**src/rtl/reset_seq_if.sv**
```systemverilog
// -----------------------------------------------------------------------------
// reset_seq_if
// Groups the software-reset request and the sequenced reset outputs of
// reset_seq into one bundle. Clock and the asynchronous reset stay plain ports
// on the module itself.
//
// Signals:
//   i_sw_rst      synchronous software reset request, level, active-high
//   o_rst[N_CH]   per-channel reset outputs, active-high, bit 0 releases first
//   o_ready       high once every o_rst bit has been released
//   o_sw_rst_cnt  8-bit saturating software-reset count
//                 (present only when RST_SEQ_CNT_EN is defined)
//
// Modports:
//   slave   the reset sequencer side (drives the outputs)
//   master  the consumer/controller side (drives i_sw_rst)
// -----------------------------------------------------------------------------
interface reset_seq_if #(
    parameter int N_CH = 4
) ();

    logic            i_sw_rst;
    logic [N_CH-1:0] o_rst;
    logic            o_ready;

`ifdef RST_SEQ_CNT_EN
    logic [7:0]      o_sw_rst_cnt;

    modport slave (
        input  i_sw_rst,
        output o_rst,
        output o_ready,
        output o_sw_rst_cnt
    );

    modport master (
        output i_sw_rst,
        input  o_rst,
        input  o_ready,
        input  o_sw_rst_cnt
    );
`else
    modport slave (
        input  i_sw_rst,
        output o_rst,
        output o_ready
    );

    modport master (
        output i_sw_rst,
        input  o_rst,
        input  o_ready
    );
`endif

endinterface

```
**src/rtl/reset_seq.sv**
```systemverilog
// -----------------------------------------------------------------------------
// reset_seq
// Parametrised reset synchroniser and sequencer. One asynchronous active-high
// reset asserts all N_CH reset outputs at once; after a synchroniser delay and
// a stretch period the outputs release one at a time in ascending channel
// order, GAP_CYCLES apart. A synchronous software reset request re-runs the
// sequence without touching the synchroniser.
//
// Parameters:
//   N_CH            number of sequenced reset outputs (>=1)
//   SYNC_STAGES     depth of the release synchroniser chain (>=2)
//   STRETCH_CYCLES  cycles all outputs stay asserted after synchronised release
//   GAP_CYCLES      cycles between release of consecutive channels
//
// Ports:
//   i_clk   single clock for the whole block
//   i_rst   asynchronous active-high reset, asserts all outputs without a clock
//   bus     reset_seq_if.slave: i_sw_rst in, o_rst / o_ready out
//
// Optional feature (macro RST_SEQ_CNT_EN):
//   Adds bus.o_sw_rst_cnt, an 8-bit saturating count of software-reset rising
//   edges seen outside HOLD, cleared only by i_rst.
// -----------------------------------------------------------------------------
module reset_seq #(
    parameter int N_CH           = 4,
    parameter int SYNC_STAGES    = 3,
    parameter int STRETCH_CYCLES = 16,
    parameter int GAP_CYCLES     = 4
) (
    input  logic         i_clk,
    input  logic         i_rst,
    reset_seq_if.slave   bus
);

    localparam int STRETCH_W = $clog2(STRETCH_CYCLES + 1);
    localparam int GAP_W     = $clog2(GAP_CYCLES + 1);
    localparam int IDX_W     = (N_CH > 1) ? $clog2(N_CH) : 1;

    typedef enum logic [1:0] {
        ST_HOLD,
        ST_STRETCH,
        ST_RELEASE,
        ST_RUN
    } state_t;

    state_t                 state_q, state_d;
    logic [SYNC_STAGES-1:0] sync_q, sync_d;
    logic [STRETCH_W-1:0]   stretch_cnt_q, stretch_cnt_d;
    logic [GAP_W-1:0]       gap_cnt_q, gap_cnt_d;
    logic [IDX_W-1:0]       ch_idx_q, ch_idx_d;
    logic [N_CH-1:0]        rst_q, rst_d;
    logic                   ready_q, ready_d;
    logic                   rst_sync;

    // Release synchroniser: set asynchronously by i_rst, zeros shift in from
    // the bottom so the top bit drops SYNC_STAGES edges after i_rst goes low.
    always_comb begin
        sync_d = {sync_q[SYNC_STAGES-2:0], 1'b0};
    end

    assign rst_sync = sync_q[SYNC_STAGES-1];

    // Sequencer next-state logic. A software reset outside HOLD takes priority
    // over everything, including a channel that would release on this edge.
    always_comb begin
        state_d       = state_q;
        stretch_cnt_d = stretch_cnt_q;
        gap_cnt_d     = gap_cnt_q;
        ch_idx_d      = ch_idx_q;
        rst_d         = rst_q;
        ready_d       = ready_q;

        if (state_q != ST_HOLD && bus.i_sw_rst) begin
            state_d       = ST_HOLD;
            stretch_cnt_d = '0;
            gap_cnt_d     = '0;
            ch_idx_d      = '0;
            rst_d         = '1;
            ready_d       = 1'b0;
        end else begin
            case (state_q)
                ST_HOLD: begin
                    rst_d         = '1;
                    ready_d       = 1'b0;
                    stretch_cnt_d = '0;
                    gap_cnt_d     = '0;
                    ch_idx_d      = '0;
                    if (!rst_sync && !bus.i_sw_rst) begin
                        state_d = ST_STRETCH;
                    end
                end

                ST_STRETCH: begin
                    if (stretch_cnt_q == STRETCH_W'(STRETCH_CYCLES - 1)) begin
                        stretch_cnt_d = '0;
                        rst_d[0]      = 1'b0;
                        // A single channel has nothing left to sequence.
                        if (N_CH == 1) begin
                            state_d = ST_RUN;
                            ready_d = 1'b1;
                        end else begin
                            state_d   = ST_RELEASE;
                            ch_idx_d  = IDX_W'(1);
                            gap_cnt_d = '0;
                        end
                    end else begin
                        stretch_cnt_d = stretch_cnt_q + STRETCH_W'(1);
                    end
                end

                ST_RELEASE: begin
                    if (gap_cnt_q == GAP_W'(GAP_CYCLES - 1)) begin
                        gap_cnt_d = '0;
                        // Mask-style clear avoids an out-of-range dynamic
                        // select when N_CH is small.
                        for (int i = 0; i < N_CH; i++) begin
                            if (ch_idx_q == IDX_W'(i)) begin
                                rst_d[i] = 1'b0;
                            end
                        end
                        if (ch_idx_q == IDX_W'(N_CH - 1)) begin
                            state_d  = ST_RUN;
                            ready_d  = 1'b1;
                            ch_idx_d = '0;
                        end else begin
                            ch_idx_d = ch_idx_q + IDX_W'(1);
                        end
                    end else begin
                        gap_cnt_d = gap_cnt_q + GAP_W'(1);
                    end
                end

                ST_RUN: begin
                    rst_d   = '0;
                    ready_d = 1'b1;
                end

                default: begin
                    state_d = ST_HOLD;
                    rst_d   = '1;
                    ready_d = 1'b0;
                end
            endcase
        end
    end

    always_ff @(posedge i_clk or posedge i_rst) begin
        if (i_rst) begin
            sync_q        <= '1;
            state_q       <= ST_HOLD;
            stretch_cnt_q <= '0;
            gap_cnt_q     <= '0;
            ch_idx_q      <= '0;
            rst_q         <= '1;
            ready_q       <= 1'b0;
        end else begin
            sync_q        <= sync_d;
            state_q       <= state_d;
            stretch_cnt_q <= stretch_cnt_d;
            gap_cnt_q     <= gap_cnt_d;
            ch_idx_q      <= ch_idx_d;
            rst_q         <= rst_d;
            ready_q       <= ready_d;
        end
    end

    assign bus.o_rst   = rst_q;
    assign bus.o_ready = ready_q;

`ifdef RST_SEQ_CNT_EN
    logic       sw_prev_q, sw_prev_d;
    logic [7:0] sw_cnt_q, sw_cnt_d;

    // Count rising edges of the request that actually abort a sequence; a
    // request that starts while already in HOLD is not counted.
    always_comb begin
        sw_prev_d = bus.i_sw_rst;
        sw_cnt_d  = sw_cnt_q;
        if (bus.i_sw_rst && !sw_prev_q && state_q != ST_HOLD && sw_cnt_q != 8'hFF) begin
            sw_cnt_d = sw_cnt_q + 8'd1;
        end
    end

    always_ff @(posedge i_clk or posedge i_rst) begin
        if (i_rst) begin
            sw_prev_q <= 1'b0;
            sw_cnt_q  <= 8'd0;
        end else begin
            sw_prev_q <= sw_prev_d;
            sw_cnt_q  <= sw_cnt_d;
        end
    end

    assign bus.o_sw_rst_cnt = sw_cnt_q;
`endif

endmodule

```
**src/flat_wrapper.sv**
```systemverilog
// flat-port wrapper written by rule: the top's interface ports become plain ports
module reset_seq_flat 
#(
    parameter int N_CH           = 4,
    parameter int SYNC_STAGES    = 3,
    parameter int STRETCH_CYCLES = 16,
    parameter int GAP_CYCLES     = 4
)
  (i_clk, i_rst, bus_i_sw_rst, bus_o_rst, bus_o_ready);
  reset_seq_if #(.N_CH(N_CH)) bus_i ();
  input  logic i_clk;
  input  logic i_rst;
  input wire logic [$bits(bus_i.i_sw_rst)-1:0] bus_i_sw_rst;
  output wire logic [$bits(bus_i.o_rst)-1:0] bus_o_rst;
  output wire logic [$bits(bus_i.o_ready)-1:0] bus_o_ready;
  assign bus_i.i_sw_rst = bus_i_sw_rst;
  assign bus_o_rst = bus_i.o_rst;
  assign bus_o_ready = bus_i.o_ready;
  reset_seq #(.N_CH(N_CH), .SYNC_STAGES(SYNC_STAGES), .STRETCH_CYCLES(STRETCH_CYCLES), .GAP_CYCLES(GAP_CYCLES)) u_core (.i_clk(i_clk), .i_rst(i_rst), .bus(bus_i));
endmodule
```
**config.mk**
```make
export PLATFORM = sky130hd
export DESIGN_NAME = reset_seq_flat
export DESIGN_NICKNAME = d
export VERILOG_FILES = /design/src/rtl/reset_seq_if.sv /design/src/rtl/reset_seq.sv /design/src/flat_wrapper.sv
export SDC_FILE = /design/constraint.sdc
export NUM_CORES = 1
export LEC_CHECK = 0
export ABC_AREA = 1
export CAP_MARGIN = 30
export CORE_MARGIN = 1.5
export CORE_UTILIZATION = 45
export CTS_BUF_LIST = sky130_fd_sc_hd__clkbuf_4 sky130_fd_sc_hd__clkbuf_8
export CTS_CLUSTER_DIAMETER = 80
export CTS_CLUSTER_SIZE = 10
export DETAILED_ROUTE_END_ITERATION = 16
export REMOVE_ABC_BUFFERS = 1
export SLEW_MARGIN = 20
export SYNTH_ARGS = -nofsm -noshare
export SYNTH_HDL_FRONTEND = slang
export SYNTH_SLANG_ARGS = --single-unit
```
**constraint.sdc**
```tcl
create_clock -name i_clk -period 3.9 [get_ports i_clk]
set_input_delay 1.17 -clock i_clk [delete_from_list [all_inputs] [get_ports i_clk]]
set_output_delay 1.17 -clock i_clk [all_outputs]
set_load 0.05 [all_outputs]
```
==> out/results.tsv, run 1 <==
metric	value	unit
Area growth, synth to finish	12.4	%
hold_sp	u_core.sync_q[0]	
WP data required	2.73	ns
Reg clk slew, reported paths	0.11	ns
FF+latch area	509	sq um
synthesized flop and latch total	20	
Setup crit start kind	flip-flop	
FILL cells	219	
ys async rst share	100	%
Fin Setup TNS	0	ns
dpl cell area	1200	sq um
# DRC	0	
Core Region	2250	sq um
RSZ-0062 raised after global routing	no	
Slew @ Worst Pin	0.761	ns
Non-Filler Instances	170	
Post-CTS Setup Inserts	0	
outcome	completed	
cell count after synthesis	132	
DR vias/cell	4.99	
initial antenna violation count	0	
Max Clk Rate	0.357	GHz
Overall Global Routing Usage	17.1	%
Worst EP arrival	1.63	ns
Final Hold Vio Count	0	
Critical R2R Launch	u_core.state_q[0]	
post-detail-place hpwl	1.53	mm
clock root cell	clkbuf_4	
endpoints failing setup	0	
Seq/Total Area, Yosys	46.4	%
post-synth top area share	29.6	%
H-tree Lvls	1	
Area contributors post-synth	dfrtp_1, dfstp_2, nand2_1	
Worst setup EP type	output port	
Worst VDD drop	391	uV
minimum clock period after layout	2.80	ns
CP delay by family, top	buffers and inverters	
worst-path cell chain	clkdlybuf4s50_1	
Die Area	2750	sq um
IO Pins	8	
most frequent cells in the layout	nand2_1, inv_1, dfrtp_1	
CP max-delay cell	clkdlybuf4s50_1	
clock sink count	20	
CTS resizes	0	
HP Class	flip-flop to flip-flop	
TritonCTS clock tree	done	
most common cell after layout, fill and taps aside	nand2_1	
Antenna Nets Post-Route	0	
Yosys warnings	0	
Synth area leader	dfrtp_1	
Worst Skew	0.00259	ns
# diodes	0	
Tcrit/Tclk final	71.8	%
WP buf/inv	1	
Post-Route WL	1.96	mm
worst skew pair latency	0.30	ns
Worst slew margin	49.2	%
clock buffer count from CTS	3	
pwr dens	776	nW/um^2
IO buf count	7	
crit path from	u_core.bus.o_rst[3]	
# Max-Cap Violations	0	
Synth cell types	22	
Die Ht	52.4	um
Crit Path Max Fanout	2	
kind of critical path	flip-flop to output port	
Post-CTS Hold Buffers	0	
Inst Count DP	166	
syn avg cell area	8.32	sq um
DR iter-0 viols	16	
NumNets Final	156	
Slew Limit Fails	0	
pin count of the biggest net entering global routing	21	
design area	1230	sq um
share of layout cells above drive strength 1	11.3	%
vias in the first global route	831	
floorplan row count	17	
first-pass GRT wire length	3.46	mm
Post-synth top flop	dfrtp_1	
clock tree buffer depth	2	
Post-synth EDFFs	0	
area occupied by multi-input gates	524	sq um
RePlAce Congestion	0.823	
drt wl/cell	11.5	um
Initial DRT Pass Iterations	4	
grt total ovfl	0	
Worst path max stage delay	0.79	ns
synthesized area	1100	sq um
Die X	52.4	um
Vias	848	
LEAKAGE	0.649	nW
Starting Density	48.7	%
-- synthesized netlist by cell type (2+ instances only) --
library cell,count
nand3_1,12
inv_1,15
a21oi_1,2
dfstp_2,7
nand2_1,35
o21ai_1,2
a22o_1,2
nor2_1,12
xor2_1,2
dfrtp_1,13
o21ai_0,9
nand3_2,2
ha_1,10
-- registers in the layout (all words and copies together) (netlist names) --
register and flops:
u_core.bus.o_rst 4, u_core.bus.o_ready 1, u_core.ch_idx_q 2, u_core.stretch_cnt_q 5, u_core.gap_cnt_q 3, u_core.sync_q 3
u_core.state_q 2
-- cell type report --
| class | count | area share (%) |
|---|---|---|
| clock buffer | 4 | 2.94 |
| timing repair buffer | 7 | 5.67 |
| multi-input combinational | 95 | 42.5 |
| tap | 28 | 2.84 |
| sequential | 20 | 41.2 |
| inverter | 16 | 4.86 |
-- stage by stage --
step                setup slack (ns)  hold slack (ns)  utilization, %  power [mW]
CTS                             1.08            0.366            54.8       0.968
detailed placement              1.38            0.348            53.2       0.846
finish                          1.10            0.364            54.8       0.958
global placement                1.42            0.346            53.2       0.840
global route                    1.03            0.373            54.8        1.06
floorplan                       2.07            0.345               -       0.716
-- report_power, final --
| group | switching [mW] | leakage, nW | total [mW] | internal [mW] |
|---|---|---|---|---|
| combinational | 0.351 | 0.379 | 0.520 | 0.169 |
| sequential | 0.0400 | 0.249 | 0.319 | 0.279 |
| clock | 0.0620 | 0.0210 | 0.119 | 0.0569 |
-- cell families (layout without fill, tap and decap cells) --
family / after synthesis / after routing / synth area share, %
AND/OR/NAND/NOR: 66 / 66 / 26.2
flip-flops: 20 / 20 / 46.4
buffers and inverters: 17 / 27 / 5.92
AO/OA/AOI/OAI: 16 / 16 / 8.20
adder cells (fa/ha/maj): 10 / 10 / 11.4
XOR/XNOR: 2 / 2 / 1.59
other: 1 / 1 / 0.341
-- worst paths after layout --
check,end,slack [ns],cells after the start
setup / recovery,bus_o_rst[3],1.10,1
setup reg to reg,u_core.state_q[1],2.24,8
min in group asynchronous,u_core.stretch_cnt_q[2],1.30,2
hold reg to reg,u_core.sync_q[1],0.36,0
max in group asynchronous,u_core.ch_idx_q[0],2.13,2
hold / removal,u_core.sync_q[1],0.36,0
-- metal layers --
metal | GRT usage, % | wire (um) | part of all wire [%]
met5 | 0 | 0 | 0
met4 | 5.13 | 14 | 0.71
met3 | 3.43 | 71 | 3.6
met2 | 30.0 | 938 | 48
met1 | 21.0 | 935 | 48
(Power assumes the default switching activity.)
==> run 2: changes to the inputs <==
--- a/config.mk
+++ b/config.mk
@@ -13,6 +13,7 @@
 export CTS_CLUSTER_DIAMETER = 80
 export CTS_CLUSTER_SIZE = 10
 export DETAILED_ROUTE_END_ITERATION = 16
+export PLACE_DENSITY = 0.66
 export REMOVE_ABC_BUFFERS = 1
 export SLEW_MARGIN = 20
 export SYNTH_ARGS = -nofsm -noshare
==> constraint.sdc (replaced) <==
create_clock -name i_clk -period 2.5 [get_ports i_clk]
set_input_delay 0.75 -clock i_clk [delete_from_list [all_inputs] [get_ports i_clk]]
set_output_delay 0.75 -clock i_clk [all_outputs]
set_load 0.05 [all_outputs]
==> out/results.tsv, run 2 (synthesis results as in run 1) <==
metric	value	unit	change
floorplan row count	17		unchanged
Setup crit start kind	flip-flop		unchanged
Final Hold Vio Count	0		unchanged
IO buf count	7		unchanged
P_sw	704	uW	was 453 uW
Die Area	2750	sq um	unchanged
# DRC	0		unchanged
Worst EP arrival	1.64	ns	was 1.63 ns
NumNets Final	157		was 156
drt wl/cell	11.3	um	was 11.5 um
Crit Path Max Fanout	2		unchanged
Post-Route WL	1.93	mm	was 1.96 mm
pwr dens	1200	nW/um^2	was 776 nW/um^2
Initial DRT Pass Iterations	4		unchanged
Die X	52.4	um	unchanged
Util after Layout	54.8	%	about the same
clock root cell	clkbuf_4		unchanged
Worst VDD drop	678	uV	was 391 uV
initial antenna violation count	0		unchanged
RePlAce Congestion	0.773		was 0.823
vias in the first global route	833		was 831
# diodes	0		unchanged
post-detail-place hpwl	1.47	mm	was 1.53 mm
most frequent cells in the layout	nand2_1, inv_1, dfrtp_1		unchanged
IO Pins	8		unchanged
clock buffer count from CTS	3		unchanged
Area growth, synth to finish	12.5	%	was 12.4%
Slew Limit Fails	0		unchanged
DR vias/cell	4.87		was 4.99
Tcrit/Tclk final	95.5	%	
grt total ovfl	0		unchanged
Antenna Nets Post-Route	0		unchanged
Core Region	2250	sq um	unchanged
Worst Skew	0.00514	ns	was 0.00259 ns
WP data required	1.75	ns	was 2.73 ns
FF+latch area	509	sq um	unchanged
most common cell after layout, fill and taps aside	nand2_1		unchanged
minimum clock period after layout	2.39	ns	
flip-flop count of the largest register after layout	5		unchanged
worst skew pair latency	0.30	ns	about the same
Vias	832		was 848
Die Ht	52.4	um	unchanged
Starting Density	48.7	%	unchanged
DR iter-0 viols	14		was 16
H-tree Lvls	1		unchanged
endpoints failing setup	0		unchanged
clock tree buffer depth	2		unchanged
FILL cells	218		was 219
WP buf/inv	1		unchanged
area occupied by multi-input gates	524	sq um	unchanged
Worst path max stage delay	0.79	ns	about the same
Overall Global Routing Usage	17.8	%	was 17.1%
Sw Share	47.6	%	was 47.2%
CTS resizes	0		unchanged
LEAKAGE	0.652	nW	was 0.649 nW
first-pass GRT wire length	3.53	mm	was 3.46 mm
# Max-Cap Violations	0		unchanged
power share of the combinational group	54.6	%	was 54.3%
Worst setup EP type	output port		unchanged
TritonCTS clock tree	done		unchanged
Seq pwr share	33.9	%	was 33.3%
CP delay by family, top	buffers and inverters		unchanged
worst-path cell chain	clkdlybuf4s50_1		unchanged
clock sink count	20		unchanged
CP max-delay cell	clkdlybuf4s50_1		unchanged
outcome	completed		unchanged
Max Clk Rate	0.419	GHz	
kind of critical path	flip-flop to output port		unchanged
share of layout cells above drive strength 1	11.9	%	was 11.3%
Fin Setup TNS	0	ns	unchanged
Reg clk slew, reported paths	0.11	ns	about the same
Largest Register	u_core.stretch_cnt_q		unchanged
Post-CTS Setup Inserts	0		unchanged
Int Pwr	774	uW	was 506 uW
HP Class	flip-flop to flip-flop		unchanged
Post-CTS Hold Buffers	0		unchanged
RSZ-0062 raised after global routing	no		unchanged
clock power share	11.6	%	was 12.4%
hold slack	0.365	ns	was 0.364 ns
pin count of the biggest net entering global routing	21		unchanged
## run 2: cell types whose count changed in the layout (fill, tap and decap cells not counted), sizes merged
cell,change
buf,+1
## run 2: power groups by stage
stage	logic, mW	clock network (mW)	registers (mW)
final	0.806	0.171	0.500
after CTS	0.811	0.181	0.502
after detailed placement	0.805	0	0.508
after global routing	0.929	0.194	0.512
after global placement	0.799	0	0.504
after floorplan	0.490	0	0.627
## run 2: final timing paths
path,startpoint,depth (start not counted),slack (ns),end
min in group asynchronous,i_rst,3,0.76,u_core.gap_cnt_q[0]
setup reg to reg,u_core.state_q[0],8,0.89,u_core.state_q[1]
hold reg to reg,u_core.sync_q[1],0,0.36,u_core.sync_q[2]
max in group asynchronous,i_rst,3,1.47,u_core.bus.o_rst[0]
hold / removal,u_core.sync_q[1],0,0.36,u_core.sync_q[2]
setup / recovery,u_core.bus.o_rst[3],1,0.11,bus_o_rst[3]
## run 2: layout make-up
cell class	instances	share of cell area, %
clock buffers	4	2.43
inverters	16	4.86
multi-input cells	95	42.4
flip-flops and latches	20	41.2
well taps	28	2.83
repair buffers	8	6.28
## run 2: per-stage QoR
stage	cells	power, mW	instance area, sq um	setup WS (ns)
2_1_floorplan	131	1.12	1090	1.09
3_3_place_gp	167	1.30	1210	0.438
3_5_place_dp	167	1.31	1210	0.397
4_1_cts	171	1.49	1240	0.0948
5_1_grt	171	1.63	1240	0.0574
6_report	171	1.48	1240	0.111
## run 2: routing by layer
| metal | global-route usage, % | vias up | part of all wire (%) |
|---|---|---|---|
| li1 | - | 440 | - |
| met3 | 2.86 | 5 | 2.9 |
| met2 | 28.7 | 12 | 46 |
| met5 | 0 | - | 0 |
| met4 | 8.97 | 0 | 2.1 |
| met1 | 22.9 | 375 | 49 |
==> run 3: changes to the inputs <==
==> constraint.sdc (replaced) <==
create_clock -name i_clk -period 2.5 [get_ports i_clk]
set_input_delay 0.75 -clock i_clk [delete_from_list [all_inputs] [get_ports i_clk]]
set_output_delay 0.75 -clock i_clk [all_outputs]
set_load 0.02 [all_outputs]
==> out/results.tsv, run 3 (synthesis results as in run 1) <==
metric	value	unit	change
Initial DRT Pass Iterations	4		unchanged
Tcrit/Tclk final	87.8	%	was 95.5%
floorplan row count	17		unchanged
vias in the first global route	888		was 833
HP Class	flip-flop to flip-flop		unchanged
post-detail-place hpwl	1.49	mm	was 1.47 mm
most frequent cells in the layout	nand2_1, inv_1, dfrtp_1		unchanged
Worst EP arrival	1.44	ns	was 1.64 ns
Worst setup EP type	output port		unchanged
Die X	52.4	um	unchanged
hold slack	0.367	ns	was 0.365 ns
Setup crit start kind	flip-flop		unchanged
initial antenna violation count	0		unchanged
crit path to	bus_o_rst[0]		was bus_o_rst[3]
H-tree Lvls	1		unchanged
endpoints failing setup	0		unchanged
RePlAce Congestion	0.809		was 0.773
worst-path cell chain	clkdlybuf4s50_1		unchanged
CTS resizes	0		unchanged
clock root cell	clkbuf_4		unchanged
CP delay by family, top	buffers and inverters		unchanged
Die Ht	52.4	um	unchanged
Area growth, synth to finish	12.5	%	unchanged
Post-Place Worst Slack	0.388	ns	was 0.397 ns
Core Region	2250	sq um	unchanged
worst skew pair latency	0.30	ns	about the same
R2R depth	8		unchanged
LEAKAGE	0.652	nW	unchanged
# DRC	0		unchanged
NumNets Final	157		unchanged
pwr dens	1130	nW/um^2	was 1200 nW/um^2
Overall Global Routing Usage	19.4	%	was 17.8%
outcome	completed		unchanged
first-pass GRT wire length	3.83	mm	was 3.53 mm
Worst Skew	0.00781	ns	was 0.00514 ns
CP max-delay cell	clkdlybuf4s50_1		unchanged
Post-CTS Setup Inserts	0		unchanged
# Max-Cap Violations	0		unchanged
IO buf count	7		unchanged
Reg clk slew, reported paths	0.11	ns	about the same
Crit Path Max Fanout	2		unchanged
flip-flop count of the largest register after layout	5		unchanged
DR iter-0 viols	11		was 14
clock buffer count from CTS	3		unchanged
Die Area	2750	sq um	unchanged
most common cell after layout, fill and taps aside	nand2_1		unchanged
WP buf/inv	1		unchanged
DR vias/cell	5.01		was 4.87
Worst VDD drop	710	uV	was 678 uV
minimum clock period after layout	2.19	ns	was 2.39 ns
kind of critical path	flip-flop to output port		unchanged
clock tree buffer depth	2		unchanged
Largest Register	u_core.stretch_cnt_q		unchanged
Starting Density	48.7	%	unchanged
drt wl/cell	11.3	um	about the same
Max Clk Rate	0.456	GHz	was 0.419 GHz
TritonCTS clock tree	done		unchanged
Critical R2R Launch	u_core.state_q[0]		unchanged
Final Hold Vio Count	0		unchanged
crit path from	u_core.bus.o_rst[0]		was u_core.bus.o_rst[3]
Vias	857		was 832
Worst path max stage delay	0.59	ns	was 0.79 ns
clock sink count	20		unchanged
grt total ovfl	0		unchanged
Post-Route WL	1.93	mm	about the same
share of layout cells above drive strength 1	11.9	%	unchanged
Slew Limit Fails	0		unchanged
WP data required	1.75	ns	about the same
critical path depth	1		unchanged
# diodes	0		unchanged
RR Endpoint	u_core.state_q[1]		unchanged
worst reg-to-reg setup slack	0.88	ns	was 0.89 ns
fin worst setup slack	0.306	ns	was 0.111 ns
RSZ-0062 raised after global routing	no		unchanged
pin count of the biggest net entering global routing	21		unchanged
Post-CTS Hold Buffers	0		unchanged
Antenna Nets Post-Route	0		unchanged
PnR Total Power	1.40	mW	was 1.48 mW
IO Pins	8		unchanged
Fin Setup TNS	0	ns	unchanged
==> run 3: per-stage QoR <==
| stage | instances | util, % | instance area, sq um |
|---|---|---|---|
| finish | 171 | 54.8 | 1240 |
| global route | 171 | 54.8 | 1240 |
| CTS | 171 | 54.8 | 1240 |
| detailed placement | 167 | 53.5 | 1210 |
| global placement | 167 | 53.5 | 1210 |
| floorplan | 131 | - | 1090 |
==> run 3: cell type report <==
cell class / instances / area (sq um)
Multi-Input combinational cell: 95 / 524
Inverter: 16 / 60.1
Sequential cell: 20 / 509
Timing Repair Buffer: 8 / 77.6
Tap cell: 28 / 35.0
Fill cell: 218 / 1020
Clock buffer: 4 / 30.0
==> run 3: how the worst min path moves through the flow <==
| stage | startpoint | end | slack (ns) | cells past startpoint |
|---|---|---|---|---|
| 2_1_floorplan | u_core.sync_q[0] | u_core.sync_q[1] | 0.35 | 0 |
| 3_3_place_gp | u_core.sync_q[1] | u_core.sync_q[2] | 0.35 | 0 |
| 3_5_place_dp | u_core.sync_q[0] | u_core.sync_q[1] | 0.35 | 0 |
| 4_1_cts | u_core.sync_q[0] | u_core.sync_q[1] | 0.37 | 0 |
| 5_1_grt | u_core.sync_q[0] | u_core.sync_q[1] | 0.37 | 0 |
| 6_report | u_core.sync_q[0] | u_core.sync_q[1] | 0.37 | 0 |
==> run 3: layer usage <==
layer	vias up	track usage [%]	wire (um)
li1	439	-	-
met1	395	23.4	940
met3	7	6.57	74
met2	16	31.9	877
met4	0	7.26	39
met5	-	0	0
==> run 3: power by group <==
part | internal, mW | leakage (nW) | switching [mW] | total [mW]
Combinational | 0.267 | 0.384 | 0.466 | 0.733
Clock | 0.0731 | 0.0184 | 0.0952 | 0.168
Sequential | 0.436 | 0.249 | 0.0624 | 0.498
Total | 0.776 | 0.652 | 0.624 | 1.40
